File: src/rtl/onebit_parallel_ctrl.sv
// onebit_parallel_ctrl: frame-aligned serial-to-parallel word controller with valid/ready output and sticky overflow (ONEBIT_MSB_FIRST_EN selects MSB-first capture)
module onebit_parallel_ctrl #(
  parameter int WIDTH = 8,
  parameter int CNT_W = $clog2(WIDTH + 1)
) (
  input  logic             clk,
  input  logic             rst,
  input  logic             en,
  input  logic             sof,
  input  logic             bit_in,
  input  logic             bit_vld,
  output logic [WIDTH-1:0] word_out,
  output logic             word_vld,
  input  logic             word_rdy,
  output logic             busy,
  output logic [CNT_W-1:0] bit_cnt,
  output logic             ovf,
  input  logic             clr_ovf
);
  typedef enum logic {IDLE, SHIFT} state_t;
  state_t state_q, state_n;
  logic [WIDTH-1:0] sh_q, sh_n, ins, word_q;
  logic [CNT_W-1:0] cnt_q, cnt_n, pidx, pos;
  logic vld_q, ovf_q, fresh, take, done, load;
  // a sof bit starts a fresh word at position 0; otherwise the bit lands at the running count
  always_comb begin
    fresh = state_q == IDLE || sof;
    pidx = fresh ? '0 : cnt_q;
`ifdef ONEBIT_MSB_FIRST_EN
    pos = CNT_W'(WIDTH - 1) - pidx;
`else
    pos = pidx;
`endif
    ins = ((fresh ? '0 : sh_q) & ~(WIDTH'(1) << pos)) | (WIDTH'(bit_in) << pos);
    take = en && bit_vld && (state_q == SHIFT || sof);
    done = take && !sof && cnt_q == CNT_W'(WIDTH - 1);
    load = done && (!vld_q || word_rdy);
    state_n = !en ? IDLE : take ? SHIFT : state_q;
    cnt_n = !en ? '0 : !take ? cnt_q : sof ? CNT_W'(1) : done ? '0 : cnt_q + CNT_W'(1);
    sh_n = !en ? '0 : take ? ins : sh_q;
  end
  // state register
  always_ff @(posedge clk)
    if (rst) state_q <= IDLE;
    else state_q <= state_n;
  // datapath, output register and sticky overflow (a drop outranks a clear)
  always_ff @(posedge clk) begin
    if (rst) begin
      sh_q <= '0;
      cnt_q <= '0;
      word_q <= '0;
      vld_q <= 1'b0;
      ovf_q <= 1'b0;
    end else begin
      sh_q <= sh_n;
      cnt_q <= cnt_n;
      word_q <= load ? ins : word_q;
      vld_q <= load | (vld_q & ~word_rdy);
      ovf_q <= (done & ~load) | (ovf_q & ~clr_ovf);
    end
  end
  assign word_out = word_q;
  assign word_vld = vld_q;
  assign busy = state_q == SHIFT;
  assign bit_cnt = cnt_q;
  assign ovf = ovf_q;
endmodule

File: config.mk
export PLATFORM = sky130hd
export DESIGN_NAME = onebit_parallel_ctrl
export DESIGN_NICKNAME = d
export VERILOG_FILES = /design/src/rtl/onebit_parallel_ctrl.sv
export SDC_FILE = /design/constraint.sdc
export NUM_CORES = 1
export LEC_CHECK = 0
export ABC_AREA = 0
export BUFFER_PORTS_ARGS = -buffer_cell sky130_fd_sc_hd__buf_2
export CORE_MARGIN = 1
export CORE_UTILIZATION = 50
export CTS_CLUSTER_DIAMETER = 120
export DETAILED_ROUTE_END_ITERATION = 8
export PLACE_DENSITY_LB_ADDON = 0.15
export SETUP_SLACK_MARGIN = 0.3
export SLEW_MARGIN = 20
export SYNTH_ARGS = -nofsm -noshare
export SYNTH_HDL_FRONTEND = slang
export SYNTH_SLANG_ARGS = --single-unit
File: constraint.sdc
create_clock -name clk -period 3.6 [get_ports clk]
set_input_delay 0.72 -clock clk [delete_from_list [all_inputs] [get_ports clk]]
set_output_delay 0.72 -clock clk [all_outputs]
set_load 0.02 [all_outputs]
==> run_results.csv <==
group,metric,value,unit
timing,tightest_slew,0.898,ns
worst_setup_path,critPathMaxStageDelay,0.59,ns
clocking,clk_pin_slew_worst_paths,0.12,ns
floorplan,coreArea,1960,um^2
yosys,netlist.area_leader.share,0.440,
clocking,insertion_delay,0.30,ns
floorplan,fp-row-count,16,
route,drc,0,
worst_setup_path,critPathArrivalTime,1.13,ns
clocking,postCtsHoldBufs,0,
yosys,synth_compound_area_frac,0.111,
worst_setup_path,crit_family,"flip-flops",
route,ant_nets,0,
timing,rsz0062_at_grt,"false",
run,max_cap_viol_count,0,
timing,finalCritPeriodShare,0.515,
yosys,syn_area_per_cell,9.34,um^2
worst_setup_path,crit_type,"reg -> out",
timing,slew_headroom,0.399,
global_route,grt_pass1_vias,730,
worst_setup_path,crit_buf_inv,1,
global_route,antenna_found_initial,0,
clocking,cts_tree,"done",
timing,slew_violations,0,
route,dr.pass1.iters,4,
timing,max_freq,539,MHz
final_layout,finalNetCount,142,
yosys,synth_cell_type_count,27,
yosys,synth.area.mux_share,0.152,
route,routed_wl,2060,um
worst_setup_path,path_max_fanout,13,
floorplan,start_util,0.533,
worst_setup_path,cp_cell_sequence,"buf_2",
clocking,ctsLongestPathBuffers,2,
floorplan,die_area,2280,um^2
global_route,track_usage,0.199,
worst_setup_path,critPathSlowestCell,"dfxtp_1",
yosys,synth_warnings,0,
placed_design,place_ws,1.58,ns
route,dr_total_vias,875,
clocking,cts_buffers,3,
clocking,htree_levels,1,
route,wire_per_inst,13.0,um
global_route,grt-ovfl-total,0,
yosys,syn_area,1050,um^2
timing,fin_ws,1.75,ns
placed_design,portBuffers,22,
run_status,status,"complete, no violations",
timing,post-route-min-period,1.85,ns
worst_setup_path,crit_path_start_kind,"flop",
final_layout,syn_to_final_growth,13.6,%
yosys,synth_top_family_by_area,"simple AND/OR/NAND/NOR gates",
yosys,synth_fa_ha_area_frac,0.0120,
final_layout,drive_gt1_frac,0.265,
power,leakagePower,0.449,nW
yosys,synth.ff_latch_count,23,
clocking,cts_setup_buffers,0,
floorplan,ios,23,
placed_design,hpwl,1370,um
yosys,synth-seq-area-share,0.440,
floorplan,die_w,47.7,um
yosys,synth_top_area_cell,"dfxtp_1",
min_path,hold_path.class,"reg -> reg",
clocking,clock_sinks,23,
yosys,synth_area_leaders,"dfxtp_1, nor2_1, mux2i_1, mux2_2, a22oi_1",
clocking,cts_root_buf,"clkbuf_4",
placed_design,gp_congestion,0.787,
yosys,synth_cells,112,
yosys,synth_nets,121,
timing,fin_tns_setup,0,ns
timing,hold_viol_final,0,
placed_design,place_area,1160,um^2
power,power_density,328,nW/um^2
worst_setup_path,cp.required,2.88,ns
floorplan,die_h,47.7,um
worst_setup_path,crit_path_end_kind,"primary output",
timing,skew,0.00433,ns
clocking,cts-resized-gates,0,
route,drt_iter0_drc,21,
final_layout,finalInstanceArea,1190,um^2
global_route,grt_pass1_wl,3130,um
route,vias_per_cell,5.50,
yosys,yosys.area_share.xor_xnor,0,
yosys,synth-simple-area-share,0.251,
global_route,grt_start_max_net_pins,14,
final_layout,antenna_cells,0,
power,peakVddDrop,249,uV
timing,finalSetupViolations,0,
[layout by cell type, fill, tap and decap left out, types with 2 or more instances in the layout]
cell and instances:
clkbuf_4 3, nor2b_1 3, a211oi_1 2, nor4bb_1 3, buf_2 22, mux2i_1 8, nor4b_1 3, nand2_1 2
nand2b_1 2, nor3_1 2, dfxtp_1 23, a22oi_1 8, mux2_2 7, nand4b_1 2, a21oi_1 4, nor2_1 26
[layout make-up]
class | count | area [um^2]
repair buffers | 23 | 118
flip-flops and latches | 23 | 460
well taps | 27 | 33.8
clock buffers | 4 | 26.3
fillers | 192 | 773
multi-input cells | 82 | 551
[cells in the mapped netlist (all sizes together)]
| library cell | count |
|---|---|
| mux2 | 7 |
| nor4bb | 3 |
| mux2i | 8 |
| a22oi | 8 |
| or2 | 1 |
| clkbuf | 2 |
| buf | 5 |
| nand3 | 1 |
| or3 | 1 |
| nand2 | 2 |
| nand4b | 2 |
| a21oi | 4 |
| nor2b | 3 |
| o211ai | 1 |
| a211oi | 2 |
| nor4b | 3 |
| nor2 | 27 |
| ha | 1 |
| nand2b | 2 |
| a311oi | 1 |
| o21ai | 1 |
| nor4 | 2 |
| dfxtp | 23 |
| nor3 | 2 |
[metal layers]
metal / vias to the layer above / track usage / wire (um)
met3: 2 / 0.0340 / 75
li1: 444 / - / -
met1: 413 / 0.254 / 1020
met2: 16 / 0.338 / 956
met4: 0 / 0.0667 / 12
met5: - / 0 / 0
[per-stage QoR]
| stage | hold WS [ns] | instances | power, mW | util |
|---|---|---|---|---|
| final | 0.503 | 159 | 0.390 | 0.606 |
| after global routing | 0.542 | 159 | 0.406 | 0.606 |
| after CTS | 0.512 | 159 | 0.394 | 0.606 |
| after detailed placement | 0.481 | 155 | 0.281 | 0.592 |
| after global placement | 0.470 | 155 | 0.281 | 0.592 |
| after floorplan | 0.461 | 112 | 0.272 | - |
[worst reg2reg max path: cells and delay by family, from the launching register on]
family | cells | cell delay [ns]
adders and majority gates | 1 | 0.26
buffers and inverters | 1 | 0.25
DFF | 1 | 0.59
muxes | 1 | 0.24
and+or+nand+nor | 3 | 0.32
[power by group]
group,internal [mW],switching [mW]
Combinational,0.00620,0.0126
Clock,0.0431,0.0715
Sequential,0.255,0.00140
[state kept, by name (all words and copies together), names as in the netlist]
name,flops
busy,1
sh_q,8
ovf,1
word_vld,1
bit_cnt,4
word_out,8
[cells by family (layout without fill, tap and decap cells)]
kind of cell,Yosys count,in the layout
buffers and inverters,7,27
adder cells (fa/ha/maj),1,1
AO/OA/AOI/OAI,17,17
flip-flops,23,23
AND/OR/NAND/NOR,49,49
multiplexers,15,15
[path summary, 6_finish.rpt]
check | to | slack (ns) | cells past startpoint | start
min | word_out[1] | 0.50 | 2 | word_out[1]
max | bit_cnt[3] | 1.75 | 1 | bit_cnt[3]
min reg2reg | word_out[1] | 0.50 | 2 | word_out[1]
max reg2reg | word_out[7] | 1.85 | 6 | bit_cnt[0]
No activity file was read; power rests on OpenSTA's default activity.
